**config.mk**
```make
export PLATFORM = sky130hd
export DESIGN_NAME = if_fetch
export DESIGN_NICKNAME = d
export VERILOG_FILES = /design/src/rtl/cpu_pkg.sv /design/src/rtl/if_fifo.sv /design/src/rtl/if_fetch.sv
export SDC_FILE = /design/constraint.sdc
export NUM_CORES = 1
export LEC_CHECK = 0
export CAP_MARGIN = 10
export CORE_MARGIN = 2
export CORE_UTILIZATION = 40
export CTS_BUF_LIST = sky130_fd_sc_hd__clkbuf_16
export CTS_CLUSTER_DIAMETER = 80
export DETAILED_ROUTE_END_ITERATION = 16
export MAX_ROUTING_LAYER = met4
export PLACE_DENSITY = 0.65
export SETUP_SLACK_MARGIN = 0.3
export SYNTH_ARGS = -nofsm -noshare
export SYNTH_HDL_FRONTEND = slang
export SYNTH_HIERARCHICAL = 1
export SYNTH_SLANG_ARGS = --single-unit
```
**constraint.sdc**
```tcl
create_clock -name clk -period 3.15 [get_ports clk]
set_input_delay 0.63 -clock clk [delete_from_list [all_inputs] [get_ports clk]]
set_output_delay 0.63 -clock clk [all_outputs]
set_load 0.01 [all_outputs]
```
**src/rtl/cpu_pkg.sv**
```systemverilog
// Shared CPU definitions: bus widths, fetch FSM states, fetch-buffer entry.
package cpu_pkg;

    localparam int InstAddrBus = 16;
    localparam int InstBus     = 16;

    localparam logic [InstBus-1:0]     ZeroWord        = '0;
    localparam logic [InstAddrBus-1:0] BootAddrDefault = 16'h0000;

    // IDLE: no request; REQ: live request; DROP: request whose reply is discarded
    typedef enum logic [1:0] {
        FETCH_IDLE = 2'd0,
        FETCH_REQ  = 2'd1,
        FETCH_DROP = 2'd2
    } fetch_state_t;

    typedef struct packed {
        logic [InstAddrBus-1:0] pc;
        logic [InstBus-1:0]     inst;
    } fetch_entry_t;

endpackage

```
**src/rtl/if_fifo.sv**
```systemverilog
// Fetch buffer: circular FIFO of {pc, inst}; flush wins over push/pop.
// Head reads as all-zero when empty. DEPTH must be a power of two (2 or 4).
module if_fifo
    import cpu_pkg::*;
#(
    parameter  int DEPTH = 2,
    localparam int PTR_W = $clog2(DEPTH),
    localparam int CNT_W = PTR_W + 1
) (
    input  logic               clk,
    input  logic               rst,
    input  logic               push,
    input  fetch_entry_t       push_data,
    input  logic               pop,
    input  logic               flush,
    output fetch_entry_t       head,
    output logic [CNT_W-1:0]   count
);

    fetch_entry_t mem_q [DEPTH];
    fetch_entry_t mem_d [DEPTH];
    logic [PTR_W-1:0] rd_ptr_q, rd_ptr_d;
    logic [PTR_W-1:0] wr_ptr_q, wr_ptr_d;
    logic [CNT_W-1:0] cnt_q, cnt_d;

    // Pointer/count bookkeeping; pointers wrap naturally at power-of-two depth
    always_comb begin
        mem_d    = mem_q;
        rd_ptr_d = rd_ptr_q;
        wr_ptr_d = wr_ptr_q;
        cnt_d    = cnt_q;
        if (flush) begin
            rd_ptr_d = '0;
            wr_ptr_d = '0;
            cnt_d    = '0;
        end else begin
            if (push) begin
                mem_d[wr_ptr_q] = push_data;
                wr_ptr_d        = wr_ptr_q + PTR_W'(1);
            end
            if (pop) begin
                rd_ptr_d = rd_ptr_q + PTR_W'(1);
            end
            case ({push, pop})
                2'b10:   cnt_d = cnt_q + CNT_W'(1);
                2'b01:   cnt_d = cnt_q - CNT_W'(1);
                default: cnt_d = cnt_q;
            endcase
        end
    end

    // Buffer state registers
    always_ff @(posedge clk or negedge rst) begin
        if (!rst) begin
            mem_q    <= '{default: '0};
            rd_ptr_q <= '0;
            wr_ptr_q <= '0;
            cnt_q    <= '0;
        end else begin
            mem_q    <= mem_d;
            rd_ptr_q <= rd_ptr_d;
            wr_ptr_q <= wr_ptr_d;
            cnt_q    <= cnt_d;
        end
    end

    // Head entry, masked to zero when nothing is buffered
    always_comb begin
        head  = (cnt_q != '0) ? mem_q[rd_ptr_q] : '0;
        count = cnt_q;
    end

endmodule

```
**src/rtl/if_fetch.sv**
```systemverilog
// Instruction fetch stage: one-outstanding-request memory FSM feeding a small
// fetch buffer towards decode. Redirect flushes the buffer and restarts fetch;
// a reply already in flight at redirect time is discarded via the DROP state.
// Optional: define IF_FETCH_COUNT_EN to add the fetch_cnt pop counter port.
module if_fetch
    import cpu_pkg::*;
#(
    parameter logic [15:0] BOOT_ADDR = BootAddrDefault,
    parameter logic [15:0] PC_STEP   = 16'h0001,
    parameter int          BUF_DEPTH = 2
) (
    input  logic        clk,
    input  logic        rst,
    output logic        imem_req,
    output logic [15:0] imem_addr,
    input  logic        imem_ack,
    input  logic [15:0] imem_rdata,
    input  logic        redirect,
    input  logic [15:0] redirect_pc,
    input  logic        id_ready,
    output logic        if_valid,
    output logic [15:0] if_pc,
    output logic [15:0] if_inst
`ifdef IF_FETCH_COUNT_EN
    ,
    output logic [15:0] fetch_cnt
`endif
);

    localparam int CNT_W = $clog2(BUF_DEPTH) + 1;

    fetch_state_t     state_q, state_d;
    logic [15:0]      pc_q, pc_d;              // address of current/next request
    logic [15:0]      drop_addr_q, drop_addr_d; // address held while draining
    logic             push, pop, has_space;
    logic [CNT_W-1:0] fifo_cnt;
    fetch_entry_t     head;
    int               occ_after;

    // Buffer handshakes: redirect suppresses both push and pop
    always_comb begin
        pop       = if_valid & id_ready & ~redirect;
        push      = (state_q == FETCH_REQ) & imem_ack & ~redirect;
        occ_after = int'(fifo_cnt) + (push ? 1 : 0) - (pop ? 1 : 0);
        has_space = occ_after < BUF_DEPTH;
    end

    if_fifo #(.DEPTH(BUF_DEPTH)) u_fifo (
        .clk       (clk),
        .rst       (rst),
        .push      (push),
        .push_data ('{pc: imem_addr, inst: imem_rdata}),
        .pop       (pop),
        .flush     (redirect),
        .head      (head),
        .count     (fifo_cnt)
    );

    // FSM and fetch-address registers
    always_ff @(posedge clk or negedge rst) begin
        if (!rst) begin
            state_q     <= FETCH_IDLE;
            pc_q        <= BOOT_ADDR;
            drop_addr_q <= BOOT_ADDR;
        end else begin
            state_q     <= state_d;
            pc_q        <= pc_d;
            drop_addr_q <= drop_addr_d;
        end
    end

    // Next state: issue only when the reply is guaranteed a free slot
    always_comb begin
        state_d     = state_q;
        pc_d        = pc_q;
        drop_addr_d = drop_addr_q;
        case (state_q)
            FETCH_IDLE: begin
                if (redirect) begin
                    state_d = FETCH_REQ;
                    pc_d    = redirect_pc;
                end else if (has_space) begin
                    state_d = FETCH_REQ;
                end
            end
            FETCH_REQ: begin
                if (redirect) begin
                    pc_d = redirect_pc;
                    if (!imem_ack) begin
                        // reply still owed for the old address: drain it
                        state_d     = FETCH_DROP;
                        drop_addr_d = pc_q;
                    end
                end else if (imem_ack) begin
                    pc_d    = pc_q + PC_STEP;
                    state_d = has_space ? FETCH_REQ : FETCH_IDLE;
                end
            end
            FETCH_DROP: begin
                if (redirect) pc_d = redirect_pc;
                if (imem_ack) state_d = FETCH_REQ;
            end
            default: state_d = FETCH_IDLE;
        endcase
    end

    // Outputs: request held stable across wait cycles, head of buffer to decode
    always_comb begin
        imem_req  = (state_q != FETCH_IDLE);
        imem_addr = (state_q == FETCH_DROP) ? drop_addr_q : pc_q;
        if_valid  = (fifo_cnt != '0);
        if_pc     = head.pc;
        if_inst   = head.inst;
    end

`ifdef IF_FETCH_COUNT_EN
    logic [15:0] fetch_cnt_q, fetch_cnt_d;

    // Retired-fetch counter: one per accepted pop, survives redirects
    always_comb begin
        fetch_cnt_d = pop ? fetch_cnt_q + 16'd1 : fetch_cnt_q;
    end

    // Counter register
    always_ff @(posedge clk or negedge rst) begin
        if (!rst) fetch_cnt_q <= '0;
        else      fetch_cnt_q <= fetch_cnt_d;
    end

    assign fetch_cnt = fetch_cnt_q;
`endif

endmodule

```
==> run summary, run 1 <==
Hold Slack -> 0.345 ns
number of flops mapped to enable cells by yosys -> 0
post-layout min period -> 2.76 ns
Yosys warning count -> 6
crit path DAT -> 2.13 ns
GR Overflow Total -> 0
Mapped Area -> 0.00517 mm^2
Final Hold Vio Count -> 0
relative slew slack -> 52.8%
syn nets -> 472
# rows -> 41
die area -> 0.0138 mm^2
crit-path cells -> nand2b_1 -> buf_4 -> mux2_2 -> clkdlybuf4s50_1
DRC -> 0
# nets final -> 555
Worst EP required -> 2.52 ns
clock root cell -> clkbuf_16
Seq/Total Area, Yosys -> 49.4%
Async SR Flop Fraction -> 100%
vias in the first global route -> 3,692
layout cells sized above 1 -> 26.0%
RSZ-0062 raised after global routing -> no
Gate Count Post-Synth -> 433
DRT antenna net count -> 0
Area after DPL -> 0.00620 mm^2
H-Tree Depth -> 3
Resized cells post-CTS -> 1
actual slew at the worst max-slew pin -> 0.708 ns
fin. max-slew vios -> 0
total power -> 6.16 mW
# hold bufs at CTS -> 0
initial DRC count -> 163
slowest cell on the critical path -> clkdlybuf4s50_1
fin cells -> 692
n_diodes -> 0
# setup viols final -> 0
clk buf depth -> 2
Routability Congestion -> 0.843
number of iterations in the first detailed-routing pass -> 4
DPL Wire Length -> 8010 um
Worst Setup Start Kind -> flip-flop
ys flop type -> dfrtp_1
All-Layer GR Usage -> 17.8%
Post-Syn Area per Cell -> 11.9 um^2
Ports -> 87
Num CTS Buffers -> 9
clk sinks -> 102
core area -> 0.0126 mm^2
die width -> 118 um
WL/cell -> 16.8 um
top cell type's share of synthesized area -> 49.4%
setup TNS -> 0 ns
max_cap viols -> 0
largest net degree at the start of global routing -> 54
initial core utilization -> 40.9%
largest cells by area after synthesis -> dfrtp_1 (49%), mux2_2 (20%), mux2i_1 (6.4%)
clock tree from TritonCTS -> built
HP Class -> input port to asynchronous set/reset pin
clock latency at the later pin of the worst-skew pair -> 0.34 ns
R2R Setup Slk -> 0.97 ns
fmax -> 0.362 GHz
# port buffers -> 86
Final Instance Area -> 0.00649 mm^2
placed cells -> 677
Peak VDD IR -> 0.576 mV
leakage power -> 2.60 nW
Synth Register Bits -> 102
clk slew on worst S/H paths -> 0.07 ns
Via density -> 5.30
first-pass GRT wire length -> 19,200 um
clk_skew -> 0.00394 ns
Synth cell types -> 54
Area Growth Syn to Fin -> 25.7%
vias -> 3,667
Die H -> 118 um
Crit. End Element -> output pin
total wire length -> 11,600 um
initial antenna violation count -> 0
post-synth top area cell -> dfrtp_1
Max Fanout on Critical Path -> 17
Fillers -> 1,171
status -> completed
WS Path Type -> flip-flop to output pin
crit-path max cell delay -> 0.50 ns
period utilization -> 87.6%
PD cells -> 948 mW/mm^2
Post-CTS Setup Repair Bufs -> 0
-- routing by layer --
metal | up-vias | routed length, um | global-route usage, %
met2 | 92 | 5460 | 27.2
met5 | - | 0 | -
met4 | 0 | 97 | 3.92
li1 | 1711 | - | -
met3 | 10 | 455 | 3.39
met1 | 1854 | 5620 | 24.8
-- cell families (layout without fill, tap and decap cells) --
| family | after synthesis | count (layout) | share of synthesized area (%) |
|---|---|---|---|
| AO/OA/AOI/OAI | 50 | 50 | 6.20 |
| AND/OR/NAND/NOR | 115 | 115 | 11.9 |
| multiplexers | 129 | 129 | 27.3 |
| adder cells (fa/ha/maj) | 2 | 2 | 0.630 |
| buffers and inverters | 30 | 117 | 3.73 |
| flip-flops | 102 | 102 | 49.4 |
| XOR/XNOR | 5 | 5 | 0.847 |
-- placed cells by master, fill, tap and decap left out, types with 2 or more instances in the layout --
cell type        instances
nor3b_1                  2
nand2_1                 16
buf_12                   3
o21a_1                   3
nand3b_1                 2
a21oi_1                 14
a2bb2oi_1                2
nand2b_1                 5
a31oi_1                  5
and2_1                   2
o21ai_0                  8
clkbuf_16                9
nor2_1                  52
dfrtp_1                100
inv_1                    2
nor4_1                   4
nor2b_1                  3
buf_4                   12
o31ai_1                  3
mux2_2                  91
mux2_1                   5
nand3_1                  6
o22ai_1                  3
or2_2                    3
clkdlybuf4s50_1         85
and3_1                   2
nor3_1                   3
xnor2_1                  4
nand4_1                  2
clkinv_4                 2
a211oi_1                 5
mux2i_1                 33
-- path summary, 6_finish.rpt --
path	start	endpoint	cells after the start
max	state_q[0]	imem_addr[14]	4
min	rst	u_fifo/count[1]	1
max reg2reg	state_q[0]	state_q[0]	7
min reg2reg	u_fifo/mem_q[61]	u_fifo/mem_q[61]	1
max in group asynchronous	rst	u_fifo/mem_q[9]	2
min in group clk	u_fifo/mem_q[61]	u_fifo/mem_q[61]	1
-- flip-flops by register name, indices dropped and copies added, names as in the netlist --
| signal | flops |
|---|---|
| drop_addr_q | 16 |
| pc_q | 16 |
| state_q | 2 |
| u_fifo/count | 2 |
| u_fifo/mem_q | 64 |
| u_fifo/rd_ptr_q | 1 |
| u_fifo/wr_ptr_q | 1 |
-- power breakdown --
part	switching, mW	leakage, nW	internal (mW)
Combinational	1.18	1.23	1.47
Clock	0.472	0.139	0.610
Sequential	0.495	1.23	1.94
-- per-stage QoR --
step,util (%),worst slack (ns)
global route,51.5,0.313
floorplan,-,0.715
global placement,49.1,0.236
finish,51.5,0.390
detailed placement,49.1,0.215
CTS,51.4,0.345
-- critical path: cells and delay by family, from the launching register on --
kind          cells  cell delay, ns
buf+inv           2            0.75
flops             1            0.46
mux               1            0.43
simple gates      1            0.15
-- layout make-up --
class | instances | area (um^2) | share of cell area [%]
Timing Repair Buffer | 100 | 1000 | 15.4
Sequential cell | 102 | 2560 | 39.4
Clock buffer | 9 | 225 | 3.47
Clock inverter | 6 | 63.8 | 0.982
Inverter | 2 | 7.51 | 0.116
Multi-Input combinational cell | 301 | 2420 | 37.3
Tap cell | 172 | 215 | 3.31
-- cells in the mapped netlist (all sizes together), types with 3 or more instances --
master  instances
dfrtp         102
mux2           96
nor2           54
mux2i          33
buf            24
nand2          16
a21oi          14
o21ai           8
nand3           7
nand2b          6
nor4            6
a211oi          5
a31oi           5
or2             5
clkbuf          4
xnor2           4
nand4           3
nor2b           3
nor3            3
nor3b           3
o21a            3
o22ai           3
o31ai           3
No activity file was read; power rests on OpenSTA's default activity.
==> run 2, diff against run 1 <==
--- a/config.mk
+++ b/config.mk
@@ -14,6 +14,7 @@
 export MAX_ROUTING_LAYER = met4
 export PLACE_DENSITY = 0.65
 export SETUP_SLACK_MARGIN = 0.3
+export SLEW_MARGIN = 20
 export SYNTH_ARGS = -nofsm -noshare
 export SYNTH_HDL_FRONTEND = slang
 export SYNTH_HIERARCHICAL = 1
==> constraint.sdc (replaced) <==
create_clock -name clk -period 2.77 [get_ports clk]
set_input_delay 0.554 -clock clk [delete_from_list [all_inputs] [get_ports clk]]
set_output_delay 0.554 -clock clk [all_outputs]
set_load 0.01 [all_outputs]
==> run summary, run 2 (synthesized netlist as in run 1, its figures left out) <==
first-pass GRT wire length -> 19,300 um (was 19,200 um)
Max Fanout on Critical Path -> 8 (was 17)
largest net degree at the start of global routing -> 61 (was 54)
Finished Core Util -> 52.5% (was 51.5%)
WL/cell -> 16.6 um (was 16.8 um)
layout cells sized above 1 -> 28.5% (was 26.0%)
n_diodes -> 0 (unchanged)
PD cells -> 1060 mW/mm^2 (was 948 mW/mm^2)
DRC -> 0 (unchanged)
post-layout min period -> 2.42 ns
Buf/Inv on CP -> 2 (unchanged)
clock root cell -> clkbuf_16 (unchanged)
Die H -> 118 um (unchanged)
Final Instance Area -> 0.00662 mm^2 (was 0.00649 mm^2)
clk buf depth -> 2 (unchanged)
core area -> 0.0126 mm^2 (unchanged)
initial antenna violation count -> 0 (unchanged)
initial core utilization -> 40.9% (unchanged)
Int Pwr -> 4.58 mW (was 4.01 mW)
DPL Wire Length -> 7930 um (was 8010 um)
Ports -> 87 (unchanged)
Via density -> 5.20 (was 5.30)
fmax -> 0.413 GHz
# setup viols final -> 0 (unchanged)
leading cell type in the layout, fill and taps excluded -> dfrtp_1 (unchanged)
# rows -> 41 (unchanged)
All-Layer GR Usage -> 17.8% (about the same)
Post-Place Worst Slack -> -0.0681 ns (was 0.215 ns)
crit path DAT -> 1.86 ns (was 2.13 ns)
HP Class -> input port to asynchronous set/reset pin (unchanged)
number of iterations in the first detailed-routing pass -> 4 (unchanged)
relative slew slack -> 62.1% (was 52.8%)
Num CTS Buffers -> 9 (unchanged)
status -> completed (unchanged)
crit-path cells -> nand2b_4 -> buf_6 -> mux2_2 -> clkdlybuf4s50_1 (was nand2b_1 -> buf_4 -> mux2_2 -> clkdlybuf4s50_1)
die width -> 118 um (unchanged)
Biggest register -> u_fifo/mem_q (unchanged)
H-Tree Depth -> 3 (unchanged)
clock tree from TritonCTS -> built (unchanged)
Peak VDD IR -> 0.554 mV (was 0.576 mV)
CP top delay family -> buffers and inverters (unchanged)
vias -> 3,652 (was 3,667)
RSZ-0062 raised after global routing -> yes (was no)
total wire length -> 11,700 um (was 11,600 um)
Sw Pwr -> 2.47 mW (was 2.14 mW)
# port buffers -> 86 (unchanged)
R2R Setup Slk -> 0.47 ns (was 0.97 ns)
DRT antenna net count -> 0 (unchanged)
clk slew on worst S/H paths -> 0.07 ns (about the same)
Area Growth Syn to Fin -> 28.1% (was 25.7%)
leakage power -> 2.70 nW (was 2.60 nW)
max_cap viols -> 0 (unchanged)
clock latency at the later pin of the worst-skew pair -> 0.33 ns (was 0.34 ns)
# hold bufs at CTS -> 0 (unchanged)
slowest cell on the critical path -> clkdlybuf4s50_1 (unchanged)
fin. max-slew vios -> 0 (unchanged)
fin worst setup slack -> 0.351 ns (was 0.390 ns)
worst-case reg-to-reg path depth -> 8 (was 7)
Crit. End Element -> output pin (unchanged)
crit-path max cell delay -> 0.49 ns (was 0.50 ns)
fin cells -> 702 (was 692)
GR Overflow Total -> 0 (unchanged)
clk sinks -> 102 (unchanged)
Reg2Reg Capture Point -> state_q[0] (unchanged)
most frequent cells in the layout -> dfrtp_1 (97), mux2_2 (91), clkdlybuf4s50_1 (73) (was dfrtp_1 (100), mux2_2 (91), clkdlybuf4s50_1 (85))
initial DRC count -> 181 (was 163)
Critical R2R Launch -> state_q[0] (unchanged)
die area -> 0.0138 mm^2 (unchanged)
Area after DPL -> 0.00624 mm^2 (was 0.00620 mm^2)
vias in the first global route -> 3,776 (was 3,692)
sequential fraction of design power -> 38.4% (was 39.5%)
max reg flops -> 64 (unchanged)
WS Path Type -> flip-flop to output pin (unchanged)
Clock power frac -> 17.9% (was 17.6%)
clk_skew -> 0.00670 ns (was 0.00394 ns)
Worst Setup Start Kind -> flip-flop (unchanged)
Regs by FF count -> u_fifo/mem_q: 64 flops, drop_addr_q: 16 flops, pc_q: 16 flops (unchanged)
# nets final -> 564 (was 555)
Worst EP required -> 2.22 ns (was 2.52 ns)
placed cells -> 681 (was 677)
Final Hold Vio Count -> 0 (unchanged)
Routability Congestion -> 0.826 (was 0.843)
period utilization -> 87.3%
Combinational Power Share -> 43.8% (was 42.9%)
actual slew at the worst max-slew pin -> 0.569 ns (was 0.708 ns)
Sw Share -> 35.0% (was 34.8%)
-- run 2: layer usage --
metal / global-route usage (%) / routed length (um) / up-vias
met4: 3.01 / 31 / 0
met3: 3.59 / 452 / 2
met2: 28.6 / 5590 / 84
li1: - / - / 1734
met1: 23.9 / 5610 / 1832
met5: - / 0 / -
-- run 2: worst reg2reg max path: stages (launching register included) --
cell	delay (ns)
dfrtp_2	0.41
buf_4	0.17
nand2_1	0.19
and3_1	0.23
o21ai_0	0.12
fa_1	0.40
xnor2_1	0.14
a2111oi_1	0.41
a211oi_1	0.11
-- run 2: power groups by stage --
stage | registers (mW) | clock network [mW] | logic [mW]
final | 2.70 | 1.26 | 3.08
after global routing | 2.82 | 1.36 | 3.37
after CTS | 2.71 | 1.30 | 3.13
after detailed placement | 2.75 | 0 | 3.07
after global placement | 2.70 | 0 | 3.01
after floorplan | 2.56 | 0 | 1.99
-- run 2: worst max path at each step --
stage	slack, ns	cells past startpoint	start	endpoint
CTS	0.32	4	state_q[0]	imem_addr[8]
floorplan	0.41	8	redirect	state_q[0]
global route	0.27	9	redirect	state_q[0]
global placement	0.03	8	redirect	state_q[0]
finish	0.35	4	state_q[1]	imem_addr[9]
detailed placement	-0.07	8	redirect	state_q[0]
-- run 2: cell type report --
| class | count | area (um^2) |
|---|---|---|
| repair buffers | 109 | 1100 |
| flip-flops and latches | 102 | 2560 |
| clock buffers | 9 | 225 |
| well taps | 172 | 215 |
| fillers | 1132 | 6000 |
| inverters | 2 | 7.51 |
| clock inverters | 7 | 75.1 |
| multi-input cells | 301 | 2440 |
-- run 2: metrics by stage --
| step | TNS (ns) | hold WS, ns | total power [mW] |
|---|---|---|---|
| 5_1_grt | 0 | 0.244 | 7.54 |
| 2_1_floorplan | 0 | 0.258 | 4.54 |
| 6_report | 0 | 0.207 | 7.05 |
| 3_3_place_gp | 0 | 0.467 | 5.71 |
| 4_1_cts | 0 | 0.218 | 7.13 |
| 3_5_place_dp | -0.0681 | 0.474 | 5.82 |
-- run 2: what timing repair did --
item                                    CTS  global route
gates cloned                              1             0
resized for setup                        16             8
buffers inserted                          4             0
endpoints found under the setup margin   44            20
hold endpoints to repair                  0             0
